===== src/rtl/psum_drain.sv =====
// psum_drain: column drain for the systolic array.
// Resolves the carry-save psum pair leaving the last PE row and accumulates
// TILES resolved sums into one signed result. Results are queued in a small
// FIFO that is read through a valid/ready stream.
module psum_drain #(
    parameter int SIZE  = 4,
    parameter int BUS   = $clog2(SIZE) + 16,
    parameter int TILES = 2,
    parameter int DEPTH = 4,
    parameter int ACCW  = BUS + $clog2(TILES)
) (
    input  logic                       clk,
    input  logic                       rst_n,
    input  logic                       in_valid,
    output logic                       in_ready,
    input  logic [BUS-1:0]             psum0,
    input  logic [BUS-1:0]             psum1,
    input  logic                       abort,
    output logic                       out_valid,
    input  logic                       out_ready,
    output logic [ACCW-1:0]            out_data,
    output logic [$clog2(DEPTH+1)-1:0] count
);

    localparam int CW = $clog2(DEPTH + 1);
    localparam int PW = (DEPTH > 1) ? $clog2(DEPTH) : 1;
    localparam int TW = (TILES > 1) ? $clog2(TILES) : 1;

    localparam logic [TW-1:0] LAST_TILE = TW'(TILES - 1);
    localparam logic [CW:0]   DEPTH_LIM = (CW + 1)'(DEPTH);

    // Sign-extend a resolved BUS-bit sum to the accumulator width.
    function automatic logic [ACCW-1:0] sext_sum(input logic [BUS-1:0] s);
        return ACCW'($signed(s));
    endfunction

    // Resolve stage
    logic             s1_valid_r;
    logic [BUS-1:0]   s1_sum_r;

    // Accumulate stage
    logic [ACCW-1:0]  acc_r;
    logic [TW-1:0]    tile_cnt_r;

    // Result FIFO
    logic [ACCW-1:0]  fifo_mem_r [DEPTH];
    logic [PW-1:0]    wr_ptr_r;
    logic [PW-1:0]    rd_ptr_r;
    logic [CW-1:0]    count_r;
    logic             out_valid_r;

    logic             s1_final_s;
    logic [CW:0]      occ_s;
    logic             ready_s;
    logic             accept_s;
    logic             push_s;
    logic             pop_s;
    logic [ACCW-1:0]  acc_next_s;
    logic [CW-1:0]    count_next_s;

    // Handshake decode and next-state arithmetic. in_ready depends only on
    // registered state: the FIFO occupancy plus a result already committed
    // in S1, so a write into the FIFO can never find it full.
    always_comb begin
        s1_final_s = s1_valid_r && (tile_cnt_r == LAST_TILE);
        occ_s      = {1'b0, count_r} + {{CW{1'b0}}, s1_final_s};
        ready_s    = (occ_s < DEPTH_LIM);
        accept_s   = in_valid && ready_s && !abort;
        push_s     = s1_final_s && !abort;
        pop_s      = out_valid_r && out_ready;
        acc_next_s = acc_r + sext_sum(s1_sum_r);
        case ({push_s, pop_s})
            2'b10:   count_next_s = count_r + CW'(1);
            2'b01:   count_next_s = count_r - CW'(1);
            default: count_next_s = count_r;
        endcase
    end

    assign in_ready  = ready_s;
    assign out_valid = out_valid_r;
    assign count     = count_r;
    assign out_data  = fifo_mem_r[rd_ptr_r];

    // S1: register the carry-propagate sum of an accepted pair; carry-out dropped.
    always_ff @(posedge clk or negedge rst_n) begin
        if (!rst_n) begin
            s1_valid_r <= 1'b0;
            s1_sum_r   <= {BUS{1'b0}};
        end else if (abort) begin
            s1_valid_r <= 1'b0;
            s1_sum_r   <= s1_sum_r;
        end else if (accept_s) begin
            s1_valid_r <= 1'b1;
            s1_sum_r   <= psum0 + psum1;
        end else begin
            s1_valid_r <= 1'b0;
            s1_sum_r   <= s1_sum_r;
        end
    end

    // Accumulator and tile counter; the last tile of a result is written out and the accumulator restarts.
    always_ff @(posedge clk or negedge rst_n) begin
        if (!rst_n) begin
            acc_r      <= {ACCW{1'b0}};
            tile_cnt_r <= {TW{1'b0}};
        end else if (abort) begin
            acc_r      <= {ACCW{1'b0}};
            tile_cnt_r <= {TW{1'b0}};
        end else if (s1_valid_r) begin
            if (s1_final_s) begin
                acc_r      <= {ACCW{1'b0}};
                tile_cnt_r <= {TW{1'b0}};
            end else begin
                acc_r      <= acc_next_s;
                tile_cnt_r <= tile_cnt_r + TW'(1);
            end
        end else begin
            acc_r      <= acc_r;
            tile_cnt_r <= tile_cnt_r;
        end
    end

    // FIFO storage: write the completed result at the write pointer.
    always_ff @(posedge clk or negedge rst_n) begin
        if (!rst_n) begin
            for (int i = 0; i < DEPTH; i++) begin
                fifo_mem_r[i] <= {ACCW{1'b0}};
            end
        end else if (push_s) begin
            fifo_mem_r[wr_ptr_r] <= acc_next_s;
        end else begin
            fifo_mem_r[wr_ptr_r] <= fifo_mem_r[wr_ptr_r];
        end
    end

    // FIFO pointers, occupancy and head-valid flag; pointers wrap naturally since DEPTH is a power of two.
    always_ff @(posedge clk or negedge rst_n) begin
        if (!rst_n) begin
            wr_ptr_r    <= {PW{1'b0}};
            rd_ptr_r    <= {PW{1'b0}};
            count_r     <= {CW{1'b0}};
            out_valid_r <= 1'b0;
        end else begin
            if (push_s) begin
                wr_ptr_r <= wr_ptr_r + PW'(1);
            end else begin
                wr_ptr_r <= wr_ptr_r;
            end
            if (pop_s) begin
                rd_ptr_r <= rd_ptr_r + PW'(1);
            end else begin
                rd_ptr_r <= rd_ptr_r;
            end
            count_r     <= count_next_s;
            out_valid_r <= (count_next_s != {CW{1'b0}});
        end
    end

endmodule


===== config.mk =====
export PLATFORM = sky130hd
export DESIGN_NAME = psum_drain
export DESIGN_NICKNAME = d
export VERILOG_FILES = /design/src/rtl/psum_drain.sv
export SDC_FILE = /design/constraint.sdc
export NUM_CORES = 1
export LEC_CHECK = 0
export CORE_UTILIZATION = 56
export CTS_CLUSTER_SIZE = 10
export DETAILED_ROUTE_END_ITERATION = 12
export GPL_ROUTABILITY_DRIVEN = 0
export PLACE_DENSITY = 0.77
export SYNTH_ARGS = -nofsm -noshare
export SYNTH_HDL_FRONTEND = slang
export SYNTH_SLANG_ARGS = --single-unit

===== constraint.sdc =====
create_clock -name clk -period 2.8 [get_ports clk]
set_input_delay 0.7 -clock clk [delete_from_list [all_inputs] [get_ports clk]]
set_output_delay 0.7 -clock clk [all_outputs]
set_load 0.02 [all_outputs]

==> impl_metrics.tcl <==
set metrics [dict create \
    final_util_pct 70.5 \
    clkSinkCount 123 \
    power.density_mw_per_mm2 1010 \
    synth_cell_types 68 \
    synthMuxAreaShare_pct 12.9 \
    cts_tree "done" \
    tightest_slew_ns 0.673 \
    coreArea_sq_mm 0.0133 \
    cts_max_level 4 \
    dp_hpwl_mm 12.8 \
    slew_headroom_pct 55.2 \
    rows 42 \
    vias_per_cell 6.24 \
    critical-path-top-delay-family "compound AO/OA/AOI/OAI gates" \
    synth_xor_area_share_pct 3.64 \
    grt_pass1_vias 6386 \
    grtUsageTotal_pct 28.3 \
    grt_pass1_wl_mm 31.3 \
    cts_buffers 17 \
    fillers 966 \
    synth_area_sq_mm 0.00770 \
    ys_seq_elements 123 \
    fin_total_pwr_w 0.00950 \
    syn_nets 836 \
    ys_seq_area_share_pct 40.0 \
    finalSetupViolations 0 \
    clk_latency_ns 0.42 \
    die_area_sq_mm 0.0142 \
    skew_ns 0.00990 \
    final_layout_size_suffix_gt1_share_pct 16.4 \
    setup_ws_ns 0.0933 \
    slowest_stage "dfrtp_1" \
    period_minus_slack_ns 2.71 \
    hp-class "in2async" \
    cp_num_buf_inv 1 \
    cpPeakStageDelay_ns 0.41 \
    final_antenna_net_count 0 \
    ys_warn_count 0 \
    drt_wl_total_mm 19.0 \
    synth_compound_area_share_pct 19.2 \
    die_x_um 119 \
    async_flop_share_pct 100 \
    final.setup.tns_ns 0 \
    synthAdderAreaFrac_pct 7.28 \
    synth_top_family_by_area "compound AO/OA/AOI/OAI gates" \
    netlist_instances 752 \
    irDropWorstVdd_uv 529 \
    portBuffers 64 \
    worstPathCellList "ha_1 -> fa_1 -> a21o_1 -> a31o_1 -> a31oi_2 -> o41ai_1 -> xor2_1 -> buf_4 -> mux2i_4 -> a21oi_1" \
    max_freq_mhz 369 \
    dp_slack_ns -0.628 \
    io_pins 65 \
    nNetsFinal 916 \
    antenna_cells 0 \
    critPathLaunchType "register" \
    hold_viol 0 \
    synth-edff-count 0 \
    maxSlewViolCount 0 \
    wl_per_cell_um 18.6 \
    maxCapViolCount 0 \
    end_kind "register" \
    synth.avg_cell_area_sq_um 10.2 \
    grt_max_degree 51 \
    cts_buffer_depth 2 \
    fin_crit_sh_pct 96.7 \
    antenna_found_initial 0 \
    timing.hold.ws_ns 0.318 \
    arrival_ns 2.99 \
    cts-root-buf "clkbuf_16" \
    vias 6375 \
    die_h_um 119 \
    start_util_pct 57.7 \
    synth_flop_cell "dfrtp_1" \
    cp.required_ns 3.09 \
    rsz0062_at_grt "yes" \
    path_max_fanout 4 \
    dr.first_iter.drc_count 577 \
    firstDrtPassIters 5 \
    area_growth_pct 22.2 \
    synth-simple-area-share_pct 13.9 \
    run_status "finished clean" \
    path_class "reg2reg" \
    globalRouteOverflowTotal 0 \
    clkTransAtPathRegs_ns 0.06 \
    route.detailed.drc 0 \
    p_leak_nw 3.98 \
]
[flip-flops by register name, summed over array words and instances (netlist names)]
| signal | flops |
|---|---|
| tile_cnt_r | 1 |
| s1_valid_r | 1 |
| count | 3 |
| rd_ptr_r | 2 |
| wr_ptr_r | 2 |
| out_valid | 1 |
| acc_r | 19 |
| s1_sum_r | 18 |
| fifo_mem_r | 76 |
[repair_timing]
item / in CTS / in global routing
buffers inserted: 2 / 1
resized for setup: 23 / 13
hold buffers: 0 / 0
setup endpoints to repair: 23 / 20
pin swaps: 4 / 10
endpoints found under the hold margin: 0 / 0
[Yosys cell counts (3+ instances only)]
cell	count	area, sq um
a31oi_1	15	93.8
inv_1	12	45.0
buf_2	4	20.0
mux4_2	38	856
clkbuf_1	39	146
a22o_1	13	114
and2_1	3	18.8
nor3b_1	4	30.0
nor3_1	7	35.0
nand2_1	49	184
nand4b_1	9	78.8
o211ai_1	11	82.6
o21bai_1	3	22.5
o41ai_1	3	26.3
o21ai_1	7	35.0
a21o_1	23	173
o21a_1	7	52.6
xor2_1	14	123
o31ai_1	5	37.5
ha_1	40	500
a21oi_1	92	460
nor2b_1	17	106
xnor2_1	18	158
mux2i_1	14	140
nand4_1	6	37.5
a221oi_1	3	26.3
or4b_1	4	40.0
dfrtp_1	123	3080
nor2_1	82	308
and3_1	4	25.0
nand3_1	21	105
fa_1	3	60.1
o21ai_0	19	95.1
[placed cells by master, fill, tap and decap left out, types with 7 or more instances in the layout]
cell | synthesis | routed
dfrtp_1 | 123 | 123
a21oi_1 | 92 | 91
nor2_1 | 82 | 82
nand2_1 | 49 | 49
clkdlybuf4s50_1 | 0 | 42
buf_4 | 1 | 41
ha_1 | 40 | 39
mux4_2 | 38 | 38
a21o_1 | 23 | 23
nand3_1 | 21 | 21
o21ai_0 | 19 | 19
dlygate4sd2_1 | 0 | 19
xnor2_1 | 18 | 18
nor2b_1 | 17 | 17
clkbuf_16 | 0 | 17
xor2_1 | 14 | 14
a31oi_1 | 15 | 14
a22o_1 | 13 | 13
inv_1 | 12 | 12
o211ai_1 | 11 | 11
mux2i_1 | 14 | 11
nand4b_1 | 9 | 9
o21ai_1 | 7 | 7
nor3_1 | 7 | 7
o21a_1 | 7 | 7
[cells by family after synthesis]
| kind of cell | Yosys count |
|---|---|
| flip-flops | 123 |
| buffers and inverters | 59 |
| AO/OA/AOI/OAI | 225 |
| multiplexers | 52 |
| XOR/XNOR | 32 |
| AND/OR/NAND/NOR | 218 |
| adder cells (fa/ha/maj) | 43 |
[routing by layer]
metal	vias up	track usage, %	wire length (um)
li1	2950	-	-
met4	0	12.3	524
met2	221	45.6	9360
met1	3159	36.8	8030
met5	-	0	0
met3	45	6.32	1080
[final cells by class]
type / count / area, sq um / area share, %
clock buffer: 20 / 457 / 4.85
clock inverter: 12 / 163 / 1.73
inverter: 13 / 48.8 / 0.519
multi-input combinational: 570 / 4470 / 47.5
sequential: 123 / 3080 / 32.7
tap: 176 / 220 / 2.34
timing repair buffer: 107 / 971 / 10.3
[worst register-to-register path: cells and delay by family, from the launching register on]
family / cells / cell delay (ns)
AO/OA/AOI/OAI: 5 / 1.00
XOR/XNOR: 1 / 0.18
adder cells (fa/ha/maj): 2 / 0.64
buffers and inverters: 1 / 0.17
flip-flops: 1 / 0.41
multiplexers: 1 / 0.18
[per-stage QoR]
step	cell area (sq um)	instances
after floorplan	7700	752
after global placement	8690	986
after global routing	9410	1021
final	9410	1021
after detailed placement	8690	986
after CTS	9330	1020
[where the power goes]
group | switching, W | internal, W | total, W
logic | 0.00243 | 0.00185 | 0.00428
clock network | 0.000841 | 0.00146 | 0.00230
registers | 0.000543 | 0.00238 | 0.00293
[path summary, 6_finish.rpt]
check,startpoint,to,slack (ns),cells past startpoint
setup / recovery,s1_sum_r[0]$_DFFE_PN0P_,fifo_mem_r[35]$_DFFE_PN0P_,0.09,10
max in group asynchronous,rst_n,fifo_mem_r[14]$_DFFE_PN0P_,1.69,2
setup reg to reg,s1_sum_r[0]$_DFFE_PN0P_,fifo_mem_r[35]$_DFFE_PN0P_,0.09,10
min in group clk,acc_r[12]$_DFFE_PN0P_,acc_r[12]$_DFFE_PN0P_,0.48,2
hold reg to reg,acc_r[12]$_DFFE_PN0P_,acc_r[12]$_DFFE_PN0P_,0.48,2
hold / removal,rst_n,tile_cnt_r$_DFFE_PN0P_,0.32,1
No activity file was read; power rests on OpenSTA's default activity.
==> edit 1, RTL diff (same settings) <==
Register the output `count` once more, cleared by the reset; this adds one clock of latency there. The other outputs are not delayed to match.
--- a/src/rtl/psum_drain.sv
+++ b/src/rtl/psum_drain.sv
@@ -78,7 +78,13 @@
 
     assign in_ready  = ready_s;
     assign out_valid = out_valid_r;
-    assign count     = count_r;
+    always_ff @(posedge clk or negedge rst_n) begin
+        if (!rst_n) begin
+            count <= '0;
+        end else begin
+            count <= count_r;
+        end
+    end
     assign out_data  = fifo_mem_r[rd_ptr_r];
 
     // S1: register the carry-propagate sum of an accepted pair; carry-out dropped.
Check against the original RTL: not equivalent (Yosys sat finds a counterexample within 4 cycles, from zero or initial values and one cycle with rst_n low).
==> edit 1 against the unedited design <==
Via count increased by 13%. Setup slack improved by 0.030 ns. Sequential cell count increased by 3. Design area increased by 6.7%. Wire length increased by 16%. Area after synthesis increased by 6.2%. Critical endpoint is now fifo_mem_r[46]. Global-route usage increased by 3.2 points. Total power increased by 4.8%. Utilization increased by 1.0 points.
==> edit 1: results <==
export IMPL_place_ws_ns=-0.402
export IMPL_htree_levels=4
export IMPL_grt_max_degree=52
export IMPL_grt_pass1_wl_mm=36.0
export IMPL_grt_use_met2_pct=52.7
export IMPL_syn_area_per_cell_um2=9.85
export IMPL_use_met3_pct=5.95
export IMPL_wl_mm=22.1
export IMPL_first_iter_violations=675
export IMPL_clock_path_buffers=2
export IMPL_grt_use_total_pct=31.5
export IMPL_synth_nets=914
export IMPL_crit_arrival_ns=3.01
export IMPL_hpwlAfterDp_mm=15.2
export IMPL_ys_seq_area_share_pct=38.6
export IMPL_layout_nets=1005
export IMPL_dp_cells=1081
export IMPL_tightest_slew_ns=0.832
export IMPL_crit_fanout=4
export IMPL_slowest_delay_ns=0.39
export IMPL_grt_pass1_vias=7417
export IMPL_synthTopCellsByCount="126 x dfrtp_1, 99 x a21oi_1, 66 x nor2_1"
export IMPL_leakagePower_nw=4.36
export IMPL_drive_gt1_share_pct=16.8
export IMPL_ir_worst_vdd_mv=0.785
export IMPL_cp_slowest_cell="dfrtp_1"
export IMPL_met1_usage_pct=38.8
export IMPL_status="finished clean"
export IMPL_r2r_slack_ns=0.12
export IMPL_finalClockSkew_ns=0.00665
export IMPL_grt_antenna_before_repair=0
export IMPL_synth_area_top_cells="dfrtp_1 39%, mux4_2 10%, ha_1 6.1%, a21oi_1 6.1%, nor2_1 3.0%"
export IMPL_r2r_end="fifo_mem_r[46]"
export IMPL_wl_per_cell_um=19.8
export IMPL_timing_hold_ws_ns=0.328
export IMPL_p_sw_mw=3.99
export IMPL_vias=7183
## edit 1: worst max-delay path by stage
stage,from,endpoint,slack (ns),cells past startpoint
floorplan,abort,out_valid,0.06,11
global placement,psum0[0],s1_sum_r[16],-0.39,9
detailed placement,psum0[0],s1_sum_r[16],-0.40,9
CTS,rd_ptr_r[0],out_data[13],-0.02,3
global route,psum0[0],s1_sum_r[16],0.02,9
finish,s1_sum_r[0],fifo_mem_r[46],0.12,10
## edit 1: final cells by class
cell class	count	area [um^2]
Clock buffer	19	433
Clock inverter	12	208
Fill cell	1015	4000
Inverter	18	67.6
Multi-Input combinational cell	635	4820
Sequential cell	126	3150
Tap cell	180	225
Timing Repair Buffer	123	1130
## edit 1: stage by stage
| stage | instance area (um^2) | setup TNS (ns) |
|---|---|---|
| after floorplan | 8180 | 0 |
| after global placement | 9300 | -1.16 |
| after detailed placement | 9300 | -1.51 |
| after CTS | 9940 | -0.0428 |
| after global routing | 10000 | 0 |
| final | 10000 | 0 |
## edit 1: critical path, delay by kind of cell, from the launching register on
family,cells,cell delay [ns]
compound gates,5,0.91
fa+ha+maj,2,0.60
buf+inv,2,0.35
simple gates,1,0.33
flops,1,0.39
## edit 1: cells by family after synthesis
| group | count (synthesis) | synth area share [%] |
|---|---|---|
| simple gates | 258 | 15.9 |
| compound gates | 254 | 20.0 |
| buf+inv | 69 | 3.43 |
| mux | 52 | 12.2 |
| xor+xnor | 28 | 3.00 |
| fa+ha+maj | 43 | 6.86 |
| flops | 126 | 38.6 |
## edit 1: layer usage
metal  part of all wire, %  wire length (um)  vias to the layer above
met4                   2.9               641                        0
li1                      -                 -                     3293
met3                   5.8              1280                       62
met5                     0                 0                        -
met1                    41              9030                     3544
met2                    50             11100                      284
## edit 1: repair_timing
action                     CTS  global route
pin swaps                    0             6
setup buffers                0             1
resized for setup           15            22
setup endpoints to repair   23            31
## edit 1: power groups by stage
stage                     clock, mW  combinational, mW  sequential [mW]
after floorplan                   0               3.06             2.79
after global placement            0               4.33             2.87
after detailed placement          0               4.48             2.93
after CTS                      2.44               4.50             2.91
after global routing           2.53               4.96             3.00
final                          2.42               4.60             2.93
==> edit 2, RTL diff (config.mk and constraints unchanged) <==
Without the edit above. Change the parameter `SIZE` from 4 to 8.
--- a/src/rtl/psum_drain.sv
+++ b/src/rtl/psum_drain.sv
@@ -3,7 +3,7 @@
 // TILES resolved sums into one signed result. Results are queued in a small
 // FIFO that is read through a valid/ready stream.
 module psum_drain #(
-    parameter int SIZE  = 4,
+    parameter int SIZE  = 8,
     parameter int BUS   = $clog2(SIZE) + 16,
     parameter int TILES = 2,
     parameter int DEPTH = 4,
Ports: changed (resized out_data, psum0 and psum1); port bits go from 65 to 68. The function was not compared with the original's and may differ.
==> edit 2 against the unedited design <==
First-iteration DRC count grew 4.5%. Worst hold slack gained 0.064 ns. Total power grew 1.9%. Global-route usage grew 1.8 points. Sequential cell count grew 6. Setup slack lost 0.032 ns. Design area grew 6.0%. Wire length grew 9.9%. Area after synthesis grew 5.9%. Count of clock-buffer cells in the layout shrank 1. Clock skew shrank 0.00092 ns. Critical path type unchanged.
==> edit 2: results <==
export IMPL_post_cts_resized=24
export IMPL_rr_worst_depth=9
export IMPL_largestRegisters="fifo_mem_r (80), acc_r (20), s1_sum_r (19)"
export IMPL_grt_max_degree=130
export IMPL_grt_use_total_pct=30.1
export IMPL_synth_cell_types=63
export IMPL_ys_seq_area_share_pct=39.6
export IMPL_fillers=1024
export IMPL_viasPerCell=6.37
export IMPL_r2r_start="acc_r[0]"
export IMPL_crit_fanout=3
export IMPL_wl_per_cell_um=18.7
export IMPL_first_iter_violations=603
export IMPL_synthTopCellsByCount="129 x dfrtp_1, 101 x a21oi_1, 97 x nor2_1"
export IMPL_ir_worst_vdd_mv=0.702
export IMPL_slew_headroom_pct=44.3
export IMPL_io_buffers=67
export IMPL_hpwlAfterDp_mm=14.2
export IMPL_post_cts_setup_buffer_count=0
export IMPL_syn_area_per_cell_um2=9.86
export IMPL_status="finished clean"
export IMPL_r2r_end="fifo_mem_r[74]"
export IMPL_grt_pass1_vias=7223
export IMPL_grt_pass1_wl_mm=34.9
export IMPL_place_area_um2=9330
export IMPL_synth_nets=915
export IMPL_timing_hold_ws_ns=0.382
export IMPL_layout_setup_ws_ns=0.0610
export IMPL_drtPass1Iterations=6
export IMPL_crit_arrival_ns=3.04
export IMPL_drive_gt1_share_pct=16.4
## edit 2: cell types whose count changed in the layout (fill, tap and decap cells not counted), sizes merged, moves of 6 or more
cell   before  now
nor2       82   97
inv        16   27
o21ai      28   35
a21o       23   15
or3         2    8
and3        4   10
nor2b      17    3
nand3      21   33
a21oi      94  102
a31oi      16    9
dfrtp     123  129
buf        44   59
## edit 2: power by group
part / internal, mW / switching, mW / total (mW) / leakage [nW]
clock network: 1.35 / 0.880 / 2.23 / 0.289
logic: 1.88 / 2.60 / 4.49 / 2.55
registers: 2.47 / 0.499 / 2.97 / 1.43
## edit 2: critical path: stages (launching register included)
cell and delay (ns):
dfrtp_1 0.39, ha_2 0.22, fa_2 0.38, a21o_1 0.18, a21o_1 0.19, a211o_1 0.37, a21oi_4 0.21, o21bai_2 0.11
and4b_1 0.20, or3_1 0.36
## edit 2: routing by layer
| layer | wire length, um | GRT usage (%) |
|---|---|---|
| met5 | 0 | 0 |
| met4 | 731 | 14.9 |
| met3 | 1070 | 5.34 |
| met2 | 10600 | 50.1 |
| met1 | 8490 | 37.9 |
## edit 2: cell families after synthesis
group / share of synthesized area (%)
buffers and inverters: 3.33
adders and majority gates: 7.18
and+or+nand+nor: 14.8
AOI/OAI and AO/OA: 18.0
xor gates and xnor gates: 3.97
DFF: 39.6
muxes: 13.2
## edit 2: cell type report
| cell class | instances | area, um^2 | area share [%] |
|---|---|---|---|
| multi-input combinational | 626 | 4720 | 47.3 |
| tap | 180 | 225 | 2.26 |
| sequential | 129 | 3230 | 32.4 |
| timing repair buffer | 125 | 1120 | 11.2 |
| clock inverter | 13 | 151 | 1.52 |
| clock buffer | 19 | 443 | 4.44 |
| inverter | 23 | 86.3 | 0.866 |
